### src/rtl/cordic_rr_sched.sv
// Round-robin front end sharing one CORDIC vectoring core among N_REQ clients.
// One op in flight: accept, pulse the core, wait a fixed latency, return the tagged angle.
module cordic_rr_sched #(
  parameter  int N_REQ      = 4,
  parameter  int DW         = 32,
  parameter  int CORDIC_LAT = 20,
  localparam int IDW        = $clog2(N_REQ)
) (
  input  logic                  clk,
  input  logic                  rst_n,
  input  logic [N_REQ-1:0]      req_valid,
  output logic [N_REQ-1:0]      req_ready,
  input  logic [N_REQ*DW-1:0]   req_x,
  input  logic [N_REQ*DW-1:0]   req_y,
  output logic                  rsp_valid,
  input  logic                  rsp_ready,
  output logic [IDW-1:0]        rsp_id,
  output logic [DW-1:0]         rsp_angle,
  output logic                  cor_start,
  output logic [DW-1:0]         cor_x,
  output logic [DW-1:0]         cor_y,
  input  logic [DW-1:0]         cor_angle,
  output logic                  busy
);
  localparam int CW = (CORDIC_LAT > 1) ? $clog2(CORDIC_LAT) : 1;

  typedef enum logic [1:0] {S_IDLE, S_ISSUE, S_WAIT, S_RESP} state_t;

  state_t                      r_state, w_nxt;
  logic [IDW-1:0]              r_ptr;
  logic [CW-1:0]               r_cnt;
  logic [DW-1:0]               r_cor_x, r_cor_y, r_rsp_angle;
  logic [IDW-1:0]              r_rsp_id;
  logic                        w_gnt_vld;
  logic [IDW-1:0]              w_gnt;
  logic [N_REQ-1:0][DW-1:0]    w_x, w_y;

  assign w_x = req_x;
  assign w_y = req_y;

  // Scan from the far end so the candidate closest to r_ptr is written last and wins.
  always_comb begin
    int j;
    logic [IDW-1:0] jj;
    j         = 0;
    jj        = '0;
    w_gnt_vld = 1'b0;
    w_gnt     = '0;
    for (int k = N_REQ-1; k >= 0; k--) begin
      j  = int'(r_ptr) + k;
      if (j >= N_REQ) j = j - N_REQ;
      jj = IDW'(j);
      if (req_valid[jj]) begin
        w_gnt_vld = 1'b1;
        w_gnt     = jj;
      end
    end
  end

  always_comb begin
    req_ready = '0;
    if (rst_n && r_state == S_IDLE && w_gnt_vld) req_ready[w_gnt] = 1'b1;
  end

  always_comb begin
    w_nxt = r_state;
    case (r_state)
      S_IDLE:  if (w_gnt_vld) w_nxt = S_ISSUE;
      S_ISSUE: w_nxt = S_WAIT;
      S_WAIT:  if (r_cnt == '0) w_nxt = S_RESP;
      S_RESP:  if (rsp_ready) w_nxt = S_IDLE;
      default: w_nxt = S_IDLE;
    endcase
  end

  always_ff @(posedge clk or negedge rst_n) begin
    if (!rst_n) r_state <= S_IDLE;
    else        r_state <= w_nxt;
  end

  always_ff @(posedge clk or negedge rst_n) begin
    if (!rst_n) begin
      r_ptr       <= '0;
      r_cnt       <= '0;
      r_cor_x     <= '0;
      r_cor_y     <= '0;
      r_rsp_id    <= '0;
      r_rsp_angle <= '0;
    end else begin
      case (r_state)
        S_IDLE: if (w_gnt_vld) begin
          r_cor_x  <= w_x[w_gnt];
          r_cor_y  <= w_y[w_gnt];
          r_rsp_id <= w_gnt;
        end
        S_ISSUE: r_cnt <= CW'(CORDIC_LAT - 1);
        S_WAIT: begin
          if (r_cnt == '0) r_rsp_angle <= cor_angle;
          else             r_cnt       <= r_cnt - CW'(1);
        end
        S_RESP: if (rsp_ready)
          r_ptr <= (r_rsp_id == IDW'(N_REQ - 1)) ? '0 : r_rsp_id + IDW'(1);
        default: ;
      endcase
    end
  end

  assign cor_start = (r_state == S_ISSUE);
  assign busy      = (r_state != S_IDLE);
  assign rsp_valid = (r_state == S_RESP);
  assign rsp_id    = r_rsp_id;
  assign rsp_angle = r_rsp_angle;
  assign cor_x     = r_cor_x;
  assign cor_y     = r_cor_y;

endmodule

### config.mk
export PLATFORM = sky130hd
export DESIGN_NAME = cordic_rr_sched
export DESIGN_NICKNAME = d
export VERILOG_FILES = /design/src/rtl/cordic_rr_sched.sv
export SDC_FILE = /design/constraint.sdc
export NUM_CORES = 1
export LEC_CHECK = 0
export CORE_AREA = 3 3 155 157
export CTS_CLUSTER_SIZE = 40
export DETAILED_ROUTE_END_ITERATION = 16
export DIE_AREA = 0 0 158 160
export PLACE_DENSITY = 0.62
export SLEW_MARGIN = 20
export SYNTH_ARGS = -nofsm -noshare
export SYNTH_HDL_FRONTEND = slang
export SYNTH_SLANG_ARGS = --single-unit
### constraint.sdc
create_clock -name clk -period 2.28 [get_ports clk]
set_clock_uncertainty 0.15 [all_clocks]
set_input_delay 0.342 -clock clk [delete_from_list [all_inputs] [get_ports clk]]
set_output_delay 0.342 -clock clk [all_outputs]
set_load 0.02 [all_outputs]
-- Word level (Yosys, flattened, before mapping)
Cells that the tools add are included.
- bits in registers: 107
- input bits: 295
- output and inout bits: 105
- logic and storage cells: 80
- add/subtract/negate cells: 9
- magnitude comparators: 10
- eq/ne operators: 8
- mux-type cells: 34
- reductions and logical operators: 12
- operators by type and width (cell ; number):
    binary-select mux 32 bit (select 2 bit) ; 2
    2-to-1 mux 32 bit ; 2
    2-to-1 mux 2 bit ; 12
    less-than comparator 2 x 3 -> 1 bit (second input constant) ; 5
    one-hot mux 5 bit (2 select lines) ; 1
    greater-or-equal comparator 3 bit (second input constant) ; 3
    2-to-1 mux 1 bit ; 9
    binary-select mux 1 bit (select 2 bit) ; 4
    one-hot mux 2 bit (4 select lines) ; 1
    AND reduction 2 bit ; 4
    subtractor 2 x 1 -> 2 bit (second input constant) ; 4
    adder 2 x 2 -> 3 bit (second input constant) ; 2
    equality test 2 bit (second input constant) ; 3
    inequality test 2 bit (second input constant) ; 3
    zero test 5 bit ; 1
    2-to-1 mux 5 bit ; 1
    subtractor 5 x 1 -> 5 bit (second input constant) ; 1
    2-to-1 mux 4 bit ; 1
    nonzero test 2 bit ; 2
    adder 2 x 1 -> 3 bit (second input constant) ; 1
    greater-or-equal comparator 2 x 3 -> 1 bit (second input constant) ; 1
    logical AND 1 bit ; 3
    AND reduction 3 bit ; 1
    adder 2 x 1 -> 2 bit (second input constant) ; 1
    other kinds (5) ; 5

-- Depth between registers and ports, before layout
Gate-level depths: netlist (run 1).
- depth after elaboration: 14
- gate-level depth with buffers: 8
- mapped depth without buffers: 7

-- Worst setup path after synthesis (run 1)
OpenSTA, ideal clock, no wires.
- kind: register -> output
- start: register r_state[0]
- end: output port req_ready[1]
- arrival: 1.620 ns
- required time: 1.788 ns
- setup slack: 0.168 ns
- cell stages (with the launch flop): 7
- buffers on the path: 0
- cells stage by stage: dfrtp_1 -> inv_1 -> ha_1 -> inv_1 -> nor2_1 -> nand2_1 -> nor3_1
- cells in the longest elaborated chain, start to end: 4
- ends and longest elaborated chain (item ; line ; source):
    from (decl) ; 29 ; state_t r_state, w_nxt;
    from (signal assigned) ; 78 ; else r_state <= w_nxt;
    zero test 2 bit ; 62 ; if (rst_n && r_state == S_IDLE && w_gnt_vld) req_ready[w_gnt] = 1'b1;
    logical AND 1 bit (2 in series) ; 62 ;
    2-to-1 mux 4 bit ; 62 ;
    to (decl) ; 12 ; output logic [N_REQ-1:0] req_ready,
Every way passes these cells.

-- Worst setup path in the final report (run 1)
- start: register r_ptr[1]
- end: output port req_ready[1]
- cells in the longest elaborated chain, start to end: 14
- elaborated cells on any way between the ends: 38
- those cells by class: add/sub (7); order compare (6); mux (23); reduce/logical (2)
- ends and longest elaborated chain (item ; line ; source):
    from (decl) ; 30 ; logic [IDW-1:0] r_ptr;
    from (signal assigned) ; 102 ; r_ptr <= (r_rsp_id == IDW'(N_REQ - 1)) ? '0 : r_rsp_id + IDW'(1);
    adder 2 x 2 -> 3 bit ; 50 ; j = int'(r_ptr) + k;
    greater-or-equal comparator 3 bit or subtractor 2 x 1 -> 2 bit (tied branches) ; 51 ; if (j >= N_REQ) j = j - N_REQ;
    2-to-1 mux 2 bit ; 51 ;
    binary-select mux 1 bit (select 2 bit) ; 53 ; if (req_valid[jj]) begin
    2-to-1 mux 1 bit (not written as such) ; 53 ;
    2-to-1 mux 2 bit (4 in series) ; 53 ;
    less-than comparator 2 x 3 -> 1 bit (not written as such) or greater-or-equal comparator 2 x 1 -> 1 bit (tied branches) ; 62 ;
    logical AND 1 bit (not written as such) ; 62 ;
    2-to-1 mux 1 bit (not written as such) ; 62 ;
    demux 1 bit (select 2 bit) ; 62 ;
    2-to-1 mux 4 bit (*) ; 62 ;
Every way passes the cells marked *; elsewhere a longest branch is shown, timed or not. The select of a mux whose other input is x is not followed.

==> results_dict.tcl, run 1 <==
set metrics [dict create \
    cp_cell_sequence "nor2b_4, a21o_1, a211oi_4, buf_12, nor3_4, buf_6" \
    grt_setup_unrepaired "yes" \
    synth_warnings 0 \
    io_buffers 399 \
    synth_commonest_cells "mux2i_1 (128), dfrtp_1 (107), nand2_1 (76), o221ai_2 (49), mux2_2 (34)" \
    vias 5862 \
    synthMostInstantiatedCell "mux2i_1" \
    synth-adder-area-share_pct 1.20 \
    place.gp.congestion 0.798 \
    synth_top_family_by_area "multiplexers" \
    fmax_mhz 442 \
    rows 55 \
    hold_violations 0 \
    drive_gt1_share_pct 22.1 \
    synth_edf_count 0 \
    wl_per_cell_um 20.4 \
    drv_slew 0 \
    clk_pin_slew_ns 0.09 \
    fillerInstances 2039 \
    synth_mux_area_share_pct 26.6 \
    grt_usage_pct 19.0 \
    cts-root-buf "clkbuf_16" \
    synth_area_mm2 0.00626 \
    yosysTopAreaCell "dfrtp_1" \
    syn2layout_area_growth_pct 84.6 \
    die_height_um 160 \
    worst_pin_slew_ns 0.930 \
    postSynth.asyncResetShare_pct 100 \
    drtPass1Iterations 4 \
    coreArea_mm2 0.0226 \
    status "completed" \
    power_leakage_nw 4.83 \
    start_util_pct 27.7 \
    synth_simple_gate_area_share_pct 6.75 \
    finalNetCount 1251 \
    cts_tree "yes" \
    synth_top_area_share_pct 42.7 \
    yosys_register_bits 107 \
    crit_arrival_ns 1.77 \
    via_per_inst 4.72 \
    hold_path.class "reg -> reg" \
    worstSetupEndpointType "output pin" \
    fin_crit_sh_pct 99.3 \
    clock_sinks 107 \
    die_area_mm2 0.0253 \
    finalCriticalPeriod_ns 2.26 \
    grt_max_degree 69 \
    crit_type "reg -> out" \
    synth_xor_area_share_pct 0.280 \
    wl_mm 25.3 \
    cpMaxStageDelayCell "dfrtp_2" \
    first_global_vias 6285 \
    maxCapViolations 0 \
    power_density_mw_per_mm2 1150 \
    synthTopCellsByArea "dfrtp_1 (43%), mux2i_1 (20%), o221ai_2 (12%)" \
    synth_compound_area_share_pct 16.1 \
    crit_buf_inv 2 \
    critPathMaxStageDelay_ns 0.45 \
    crit_required_ns 1.79 \
    critPathMaxFanout 4 \
    io_pins 400 \
    synth_fp_nets 813 \
    synth_ff_type "dfrtp_1" \
    cp-start-kind "flip-flop" \
    syn_area_per_cell_um2 12.2 \
    cts_buffer_depth 2 \
    yosysSeqAreaShare_pct 42.7 \
    place_hpwl_mm 19.5 \
    htreeDepth 3 \
    yosysUniqueCellTypes 38 \
    irDropWorstVdd_uv 739 \
    cts_made_buffers 9 \
    synth_cells 512 \
    gr-total-overflow 0 \
    remaining_drc_errors 0 \
    drtIter0Drc 322 \
    total_power_mw 13.3 \
    path_delay_family "compound AO/OA/AOI/OAI gates" \
    setup_viol 0 \
    antenna_left 0 \
    finish.utilization_pct 51.1 \
    grt_first_pass_wirelength_mm 37.1 \
    relSlewSlack_pct 38.0 \
    antenna_found_initial 5 \
    clock_latency_ns 0.36 \
    dieWidth_um 158 \
]
## cell type report
cell class                 instances  area [um2]  area share (%)
antenna                            3        7.51          0.0649
clock buffer                       9         225            1.95
clock inverter                     6        56.3           0.487
inverter                           9        33.8           0.292
multi-input combinational        356        3350            29.0
sequential                       107        2680            23.2
tap                              285         357            3.08
timing repair buffer             467        4860            42.0
## layer usage
metal	track usage (%)	vias up	routed length (um)	part of all wire, %
met5	0	-	25	0.099
met4	5.01	4	510	2.0
met3	7.34	31	2610	10
met2	32.6	268	12400	49
met1	22.2	2754	9770	39
li1	-	2805	-	-
## where the power goes
part / internal [mW] / total (mW) / switching, mW / leakage, nW
clock: 0.765 / 1.57 / 0.809 / 0.137
combinational: 4.40 / 8.44 / 4.04 / 3.33
sequential: 2.78 / 3.28 / 0.498 / 1.36
## repair_timing
item / in CTS / in global routing
hold buffers: 1 / 0
endpoints found under the hold margin: 39 / 0
endpoints found under the setup margin: 34 / 67
setup buffers: 4 / 4
cloned: 1 / 4
pin swaps: 4 / 4
gates resized for setup: 27 / 49
## kinds of logic after synthesis
family | after synthesis
flops | 107
fa+ha+maj | 6
mux | 162
compound gates | 85
buf+inv | 49
xor+xnor | 2
simple gates | 101
## stage by stage
stage	worst slack [ns]	setup TNS (ns)	cells	hold slack (ns)	instance area (um2)
final	0.0155	0	1242	0.335	11600
after global routing	-0.0490	-0.381	1241	0.354	11600
after CTS	-0.000962	-0.000962	1231	0.340	11300
after detailed placement	-0.659	-24.84	1210	0.319	10900
after global placement	-0.726	-22.04	1210	0.316	10900
after floorplan	0.168	0	512	-0.104	6260
## registers in the layout (all words and copies together) (netlist names)
name	cells
r_cnt	5
rsp_id	2
cor_y	32
cor_x	32
r_state	2
r_ptr	2
rsp_angle	32
## placed cells by master (no fill, tap or decap), types with 3 or more instances in the layout
cell type          n
a21oi_1            6
buf_12            20
buf_4             38
buf_6              5
clkbuf_16         13
clkdlybuf4s50_1  389
dfrtp_1          106
diode_2            3
dlymetal6s2s_1     3
ha_1               5
inv_1              7
inv_6              3
mux2_2            34
mux2i_1          103
mux2i_2           23
nand2_1           74
nor2_1             6
nor2_2             4
nor3_1             3
o21ai_0            4
o221ai_1          16
o221ai_2          49
## worst min-delay path: stages (launching register included)
cell and delay [ns]:
dfrtp_1 0.34, nand2_1 0.05, o221ai_1 0.06
## final timing paths
kind                                       startpoint               endpoint  slack (ns)  cells after the start
worst max-delay path             r_ptr[1]$_DFFE_PN0P_           req_ready[1]        0.02                      6
worst min-delay path            cor_y[10]$_DFFE_PN0P_  cor_y[10]$_DFFE_PN0P_        0.33                      2
worst max register to register   r_ptr[1]$_DFFE_PN0P_  cor_y[25]$_DFFE_PN0P_        0.04                      9
worst min register to register  cor_y[10]$_DFFE_PN0P_  cor_y[10]$_DFFE_PN0P_        0.33                      2
max in group asynchronous                       rst_n  cor_x[10]$_DFFE_PN0P_        0.72                      3
min in group asynchronous                       rst_n   r_ptr[0]$_DFFE_PN0P_        0.48                      3
No activity file was read; power rests on OpenSTA's default activity.
==> run 2: changes to the inputs <==
- SKIP_LAST_GASP: unset -> 1
==> run 2 against run 1 <==
Critical endpoint is now cor_x[6]$_DFFE_PN0P_; fmax is 0.51% lower; cell count is 0.48% lower; global-route usage stayed put.
==> results_dict.tcl, run 2 (synthesized netlist as in run 1, its figures left out) <==
set metrics [dict create \
    io_buffers 399 \
    syn2layout_area_growth_pct 84.4 \
    maxCapViolations 0 \
    p_seq_share_pct 24.8 \
    setup_viol 0 \
    irDropWorstVdd_uv 733 \
    total_power_mw 13.2 \
    antenna_found_initial 5 \
    relSlewSlack_pct 37.6 \
    clock_latency_ns 0.36 \
    mostFrequentLayoutCell "clkdlybuf4s50_1" \
    wl_mm 25.0 \
    fmax_mhz 439 \
    grt_setup_unrepaired "yes" \
    swShare_pct 40.4 \
    drive_gt1_share_pct 23.8 \
    wl_met2_mm 12.3 \
    pre_cts_slack_ns -0.659 \
    status "completed" \
    die_area_mm2 0.0253 \
    hp-start "cor_y[10]$_DFFE_PN0P_" \
    crit_buf_inv 3 \
    clk_pin_slew_ns 0.09 \
    start_util_pct 27.7 \
    hold_path.class "reg -> reg" \
    finalNetCount 1245 \
    place_hpwl_mm 19.5 \
    finalCriticalPeriod_ns 2.28 \
    gr-total-overflow 0 \
    intPower_mw 7.86 \
    r2r_start "r_ptr[0]$_DFFE_PN0P_" \
    die_height_um 160 \
    wl_met1_mm 9.73 \
    top_layer "met5" \
    vias 5849 \
    power.switching_mw 5.34 \
    rows 55 \
    first_global_vias 6285 \
    htreeDepth 3 \
    fillerInstances 2038 \
    clkPwrFrac_pct 11.9 \
    worstSetupEndpointType "flip-flop" \
    critPathMaxStageDelay_ns 0.41 \
    place.gp.congestion 0.798 \
    fin_crit_sh_pct 99.8 \
    cp-start-kind "flip-flop" \
    finish.utilization_pct 51.0 \
    grt_max_degree 69 \
    wl_per_cell_um 20.2 \
    setup_slack_ns 0.00393 \
    grt_first_pass_wirelength_mm 37.1 \
    mostFrequentLayoutCells "clkdlybuf4s50_1 (390), dfrtp_1 (106), mux2i_1 (83)" \
    startpoint "r_ptr[0]$_DFFE_PN0P_" \
    critPathMaxFanout 18 \
    wl_met3_mm 2.52 \
    final_cell_area_mm2 0.0116 \
    via_per_inst 4.73 \
    cts-root-buf "clkbuf_16" \
    coreArea_mm2 0.0226 \
    cts_tree "yes" \
    postPlaceCellArea_mm2 0.0109 \
    clock_sinks 107 \
    worst_pin_slew_ns 0.936 \
    power_frac_comb_pct 63.3 \
    drv_slew 0 \
    path_delay_family "compound AO/OA/AOI/OAI gates" \
    hold_violations 0 \
    crit_required_ns 2.36 \
    crit_arrival_ns 2.36 \
    cts_made_buffers 9 \
    drtIter0Drc 358 \
    crit_type "reg -> reg" \
    dieWidth_um 158 \
    cp_cell_sequence "nor2_2, buf_4, a21o_1, a211oi_4, buf_6, buf_12, mux2i_2, o221ai_2" \
    power_density_mw_per_mm2 1140 \
    cts_buffer_depth 2 \
    holdWs_ns 0.335 \
    remaining_drc_errors 0 \
    grt_usage_pct 19.0 \
    io_pins 400 \
    drtPass1Iterations 4 \
    antenna_left 0 \
    power_leakage_nw 4.75 \
    cpMaxStageDelayCell "dfrtp_1" \
]
## run 2: cell types whose count changed in the layout (fill, tap and decap cells not counted), sizes merged
cell,before,now
clkbuf,14,10
buf,67,65
clkdlybuf4s50,389,390
dlymetal6s2s,3,2
## run 2: metrics by stage
stage               setup TNS, ns  instances
global placement           -22.04       1210
CTS                       -0.0311       1231
floorplan                       0        512
global route                -3.30       1235
detailed placement         -24.84       1210
finish                          0       1236
## run 2: final cells by class
class / count / area (um2) / share of cell area (%)
timing repair buffer: 461 / 4700 / 40.7
multi-input combinational: 356 / 3490 / 30.2
sequential: 107 / 2680 / 23.2
tap: 285 / 357 / 3.09
clock buffer: 9 / 225 / 1.95
clock inverter: 6 / 56.3 / 0.487
inverter: 9 / 33.8 / 0.292
antenna: 3 / 7.51 / 0.0650
## run 2: worst reg2reg max path, stage by stage (launching register included)
cell and delay [ns]:
dfrtp_1 0.41, nor2_2 0.07, buf_4 0.13, a21o_1 0.17, a211oi_4 0.37, buf_6 0.23, buf_12 0.22, mux2i_2 0.28
o221ai_2 0.13
## run 2: repair_timing
action | in CTS | in global routing
pin swaps | 3 | 6
gates cloned | 1 | 0
setup buffers | 4 | 3
endpoints found under the hold margin | 39 | 0
setup endpoints to repair | 34 | 68
gates resized for setup | 25 | 73
hold buffers | 1 | 0
## run 2: path summary, 6_finish.rpt
check | slack [ns] | cells past startpoint | endpoint
min | 0.34 | 2 | cor_y[10]$_DFFE_PN0P_
max | 0.004 | 8 | cor_x[6]$_DFFE_PN0P_
max reg2reg | 0.004 | 8 | cor_x[6]$_DFFE_PN0P_
max in group asynchronous | 0.71 | 3 | cor_x[10]$_DFFE_PN0P_
min in group asynchronous | 0.48 | 3 | r_ptr[0]$_DFFE_PN0P_
min reg2reg | 0.34 | 2 | cor_y[10]$_DFFE_PN0P_
## run 2: layer usage
layer / vias up / GRT usage, %
met3: 31 / 7.34
li1: 2792 / -
met5: - / 0
met2: 268 / 32.6
met1: 2754 / 22.2
met4: 4 / 5.01
## run 2: power groups by stage
stage / logic (mW) / clock network [mW] / registers [mW]
4_1_cts: 8.14 / 1.65 / 3.28
3_5_place_dp: 8.00 / 0 / 3.29
3_3_place_gp: 7.96 / 0 / 3.27
2_1_floorplan: 3.54 / 0 / 4.21
6_report: 8.35 / 1.58 / 3.27
5_1_grt: 8.94 / 1.71 / 3.40
==> edit 1: new RTL, flow settings as in run 2 <==
The parameter `DW` goes from 32 to 16.
--- a/src/rtl/cordic_rr_sched.sv
+++ b/src/rtl/cordic_rr_sched.sv
@@ -4,3 +4,3 @@
   parameter  int N_REQ      = 4,
-  parameter  int DW         = 32,
+  parameter  int DW         = 16,
   parameter  int CORDIC_LAT = 20,
Ports: changed (6 resized); port bits go from 400 to 208. No check against the original RTL was run, so the function may have changed too.
==> edit 1 against run 2 <==
Wire length shrank 43%; worst hold slack lost 270 ps; sequential cell count shrank 48; die area is the same; critical path type is now register to output port; setup slack gained 37 ps; global-route usage shrank 8.1 points; power shrank 38%; largest power group unchanged; final cell count shrank 29%; clock power grew 4%; final area shrank 43%; synthesized area shrank 44%.
==> edit 1: results (changes against run 2) <==
- Status: completed
- Max VDD drop: 0.000545 V (-26%)
- Synth Net Count: 524 (-36%)
- Setup TNS: 0 ps (unchanged)
- Place WS: -599 ps (+59.2 ps)
- Synth area leaders: dfrtp_1 42%, and3_1 11%, a211oi_1 9.2%
- Max clock buf depth: 2 (unchanged)
- YS warnings: 0 (unchanged)
- FFs w/ async S/R, synth: 100% (unchanged)
- Placement Cell Area: 6140 um^2 (-44%)
- Routed wire length: 14200 um (-43%)
- Initial antenna violation count: 1 (-4)
- First-pass GRT wire length: 21200 um (-43%)
- Num CTS Buffers: 9 (unchanged)
- Post-synthesis cell count: 367 (-28%)
- Vias: 3724 (-36%)
- Slew @ Worst Pin: 817 ps (-119 ps)
- Core Area: 22600 um^2 (unchanged)
- All-Layer GR Usage: 11.0% (-8.1 points)
- Post-placement cell count: 863 (-29%)
- Leak: 2.70 nW (-43%)
- Nets: 747 (-40%)
- Slowest CP cell: dfrtp_1
- 1st-iter DRT viols: 96 (-73%)
- Die width: 158 um (unchanged)
- DRT Pass-1 Iters: 4 (unchanged)
- IO buf count: 207 (-48%)
- Largest net degree at the start of global routing: 60 (-13%)
- Largest stage delay, worst path: 380 ps (-30 ps)
- Dpl hpwl: 10500 um (-46%)
- Top cells by count, synth: 64 x and3_1, 59 x dfrtp_1, 43 x a211oi_1
- Layout cells sized above 1: 19.7% (-4.2 points)
- Vias in the first global route: 3762 (-40%)
- Crit path max fanout: 4 (-14)
- Distinct cells, synth: 37 (-2.6%)
- Root buf cell: clkbuf_16
- # H-tree levels: 3 (unchanged)
- Clk Latency, worst-skew pair: 340 ps (-20 ps)
- Worst min-delay path class: input pin to asynchronous set/reset pin
- CTS clk-pin slew, worst paths: 60 ps (-30 ps)
- Area leader, netlist: dfrtp_1
- CP arrival: 1750 ps (-610 ps)
- Post-synthesis sequential area ratio: 42.1% (-0.69 points)
- Vias per inst: 4.23 (-11%)
- GP Congestion: 0.749 (-6.1%)
-- edit 1: cell types whose count changed in the layout (fill, tap and decap cells not counted), sizes merged, moves of 33 or more --
cell           before  now
mux2i             128    1
and3                0   64
nor3                4   37
o221ai             65    1
dfrtp             107   59
clkdlybuf4s50     390  199
nand2              76   10
a211oi              1   64
-- edit 1: final cells by class --
cell class	instances	area [um^2]
fill	2383	16000
timing repair buffer	244	2400
multi-input combinational	268	1980
sequential	59	1480
tap	285	357
clock buffer	10	239
clock inverter	6	113
inverter	8	30.0
antenna	1	2.50
-- edit 1: cell families after synthesis --
logic type,after synthesis,share of synthesized area (%)
AND/OR/NAND/NOR,163,24.5
AO/OA/AOI/OAI,78,19.3
flip-flops,59,42.1
buffers and inverters,40,5.42
multiplexers,19,6.06
adder cells (fa/ha/maj),6,2.14
XOR/XNOR,2,0.499
-- edit 1: path summary, 6_finish.rpt --
kind                                 startpoint  cells after the start  slack, ps                    end
min reg2reg                r_cnt[0]$_DFFE_PN0P_                      1        340   r_cnt[0]$_DFFE_PN0P_
min                                       rst_n                      2         70   r_cnt[2]$_DFFE_PN0P_
max in group asynchronous                 rst_n                      2       1380  cor_x[14]$_DFFE_PN0P_
max reg2reg                r_ptr[1]$_DFFE_PN0P_                      9         80  cor_y[10]$_DFFE_PN0P_
min in group clk           r_cnt[0]$_DFFE_PN0P_                      1        340   r_cnt[0]$_DFFE_PN0P_
max                        r_ptr[1]$_DFFE_PN0P_                      6         40           req_ready[2]
-- edit 1: power breakdown --
| group | switching [mW] | internal (mW) | total, mW |
|---|---|---|---|
| clock network | 0.548 | 1.10 | 1.65 |
| logic | 2.39 | 2.26 | 4.65 |
| registers | 0.287 | 1.59 | 1.88 |
| total | 3.22 | 4.95 | 8.17 |
-- edit 1: repair_timing --
item / in CTS / in global routing
cloned: 0 / 0
pin swaps: 1 / 7
gates resized for setup: 28 / 20
endpoints found under the setup margin: 36 / 11
setup buffers: 0 / 1
-- edit 1: worst max-delay path: cells and delay by family, from the launching register on --
kind | cells | cell delay [ps]
and+or+nand+nor | 2 | 360
muxes | 1 | 260
buffers and inverters | 2 | 290
AOI/OAI and AO/OA | 1 | 110
DFF | 1 | 380
-- edit 1: metal layers --
layer	global-route usage, %	part of all wire, %	up-vias
met2	17.6	47	152
met3	4.82	8.8	11
met1	13.5	43	1756
li1	-	-	1805
met4	2.74	1.7	0
met5	0	0	-
-- edit 1: per-stage QoR --
step	util [%]	hold WS, ps
detailed placement	27.1	337
finish	29.1	68.3
CTS	28.7	81.2
global route	29.1	137
floorplan	-	-104
global placement	27.1	333
==> edit 2: new RTL, flow settings as in run 2 <==
Without the edit above. Re-encode `state_t` (4 states) as one-hot, 4 bits wide.
--- a/src/rtl/cordic_rr_sched.sv
+++ b/src/rtl/cordic_rr_sched.sv
@@ -26,3 +26,3 @@
 
-  typedef enum logic [1:0] {S_IDLE, S_ISSUE, S_WAIT, S_RESP} state_t;
+  typedef enum logic [3:0] {S_IDLE = 4'b0001, S_ISSUE = 4'b0010, S_WAIT = 4'b0100, S_RESP = 4'b1000} state_t;
 
Check against the original RTL: same outputs for any inputs over 4 cycles, from zero or initial values and one cycle with rst_n low; so few cycles prove little.
==> edit 2 against run 2 <==
Setup slack gained 77 ps; critical path depth shrank 2; final area is 5.1% lower; wire length shrank 0.70%; synthesized area fell by 2.4%; power decreased by 18%; sequential cell count is 2 higher; synthesized cell count up 0.59%.
==> edit 2: results (changes against run 2) <==
- Status: completed
- Fill cells: 2128 (+4.4%)
- Nets: 1227 (-1.4%)
- Top cells by count, synth: 108 x dfrtp_1, 72 x nor2_1, 66 x o22ai_1
- Leak: 4.40 nW (-7.3%)
- Vias in the first global route: 6279 (-0.095%)
- IO buf count: 399 (unchanged)
- Worst min-delay path class: input pin to asynchronous set/reset pin
- 1st-iter DRT viols: 299 (-16%)
- CTS clk-pin slew, worst paths: 90 ps (about the same)
- FFs w/ async S/R, synth: 100% (unchanged)
- Layout cells sized above 1: 17.9% (-6.0 points)
- Post-synthesis mux area share: 16.6% (-10 points)
- Dpl hpwl: 19000 um (-2.6%)
- Most common flop cell mapped by yosys: dfrtp_1
- Layout area overhead: 79.3%
- All-Layer GR Usage: 18.7% (-0.37 points)
- Placement Cell Area: 10600 um^2 (-2.2%)
- Num CTS Buffers: 9 (unchanged)
- Max clock buf depth: 2 (unchanged)
- CP arrival: 1710 ps (-650 ps)
- Slowest CP cell: dfstp_2
- Slew @ Worst Pin: 704 ps (-232 ps)
- Cell-internal power: 6.41 mW (-18%)
- Synth Net Count: 812 (-0.12%)
- Max VDD drop: 0.000468 V (-36%)
- Place WS: -432 ps (+226 ps)
- DRT Pass-1 Iters: 4 (unchanged)
- First-pass GRT wire length: 36600 um (-1.5%)
- Root buf cell: clkbuf_16
- Clk Latency, worst-skew pair: 360 ps (about the same)
- Final Max Tran Viols: 0 (unchanged)
- Post-synthesis xor/xnor area fraction: 0.286% (+0.0069 points)
- YS warnings: 0 (unchanged)
- Initial antenna violation count: 0 (-5)
- Distinct cells, synth: 46 (+21%)
- Post-synthesis sequential area ratio: 44.6% (+1.9 points)
- N_diodes: 0 (-3)
- Largest stage delay, worst path: 540 ps (+130 ps)
- Complex-gate fraction of the synthesized area: 23.1% (+7.0 points)
- Vias per inst: 4.92 (+3.9%)
- Area share of fa/ha/maj cells after synthesis: 0.409% (-0.79 points)
- # H-tree levels: 3 (unchanged)
- Synth area leaders: dfrtp_1 44%, a221oi_2 12%, mux2i_1 10%
- GP Congestion: 0.814 (+2.0%)
- Crit path max fanout: 6 (-12)
- Largest net degree at the start of global routing: 98 (+42%)
- Routed wire length: 24800 um (-0.70%)
-- edit 2: what timing repair did --
| action | CTS | global route |
|---|---|---|
| hold buffers | 1 | 0 |
| hold endpoints to repair | 12 | 0 |
| gates resized for setup | 16 | 14 |
| setup endpoints to repair | 7 | 7 |
| setup buffers | 0 | 0 |
-- edit 2: logic make-up after synthesis --
family,count (synthesis)
XOR/XNOR,2
buffers and inverters,53
adder cells (fa/ha/maj),2
flip-flops,109
AO/OA/AOI/OAI,149
AND/OR/NAND/NOR,103
multiplexers,97
-- edit 2: final timing paths --
| path | to | startpoint | slack, ps | cells after the start |
|---|---|---|---|---|
| max in group asynchronous | cor_x[12]$_DFFE_PN0P_ | rst_n | 910 | 3 |
| setup reg to reg | cor_y[8]$_DFFE_PN0P_ | r_state[0]$_DFFE_PN1P_ | 140 | 7 |
| hold / removal | cor_x[19]$_DFFE_PN0P_ | rst_n | 280 | 2 |
| min in group clk | rsp_angle[27]$_DFFE_PN0P_ | rsp_angle[27]$_DFFE_PN0P_ | 350 | 1 |
| setup / recovery | req_ready[0] | r_state[0]$_DFFE_PN1P_ | 80 | 6 |
| hold reg to reg | rsp_angle[27]$_DFFE_PN0P_ | rsp_angle[27]$_DFFE_PN0P_ | 350 | 1 |
-- edit 2: critical path, delay by kind of cell (launching register included) --
family,cells,cell delay [ps]
buffers and inverters,3,380
flip-flops,1,540
AND/OR/NAND/NOR,3,420
-- edit 2: cell type report --
cell class	count	share of cell area [%]
timing repair buffer	450	41.2
multi-input combinational	353	27.6
sequential	109	24.9
tap	285	3.25
clock buffer	9	2.05
clock inverter	7	0.787
inverter	7	0.262
-- edit 2: through the flow --
stage               cells  power, mW  TNS [ps]
floorplan             515       6.36         0
CTS                  1220       10.9      -142
global route         1220       11.5     -98.4
finish               1220       10.8         0
global placement     1203       9.15    -16880
detailed placement   1203       9.21    -17390
-- edit 2: power by group through the flow --
stage / sequential (mW) / clock, mW / combinational [mW]
finish: 3.09 / 1.66 / 6.04
floorplan: 3.94 / 0 / 2.42
global route: 3.19 / 1.80 / 6.49
CTS: 3.10 / 1.71 / 6.08
global placement: 3.10 / 0 / 6.05
detailed placement: 3.13 / 0 / 6.08
-- edit 2: routing by layer --
| layer | part of all wire, % | track usage [%] | vias to the layer above |
|---|---|---|---|
| met1 | 39 | 22.4 | 2889 |
| li1 | - | - | 2822 |
| met3 | 10 | 6.37 | 18 |
| met5 | 0 | 0 | - |
| met4 | 1.3 | 4.22 | 0 |
| met2 | 50 | 32.2 | 272 |
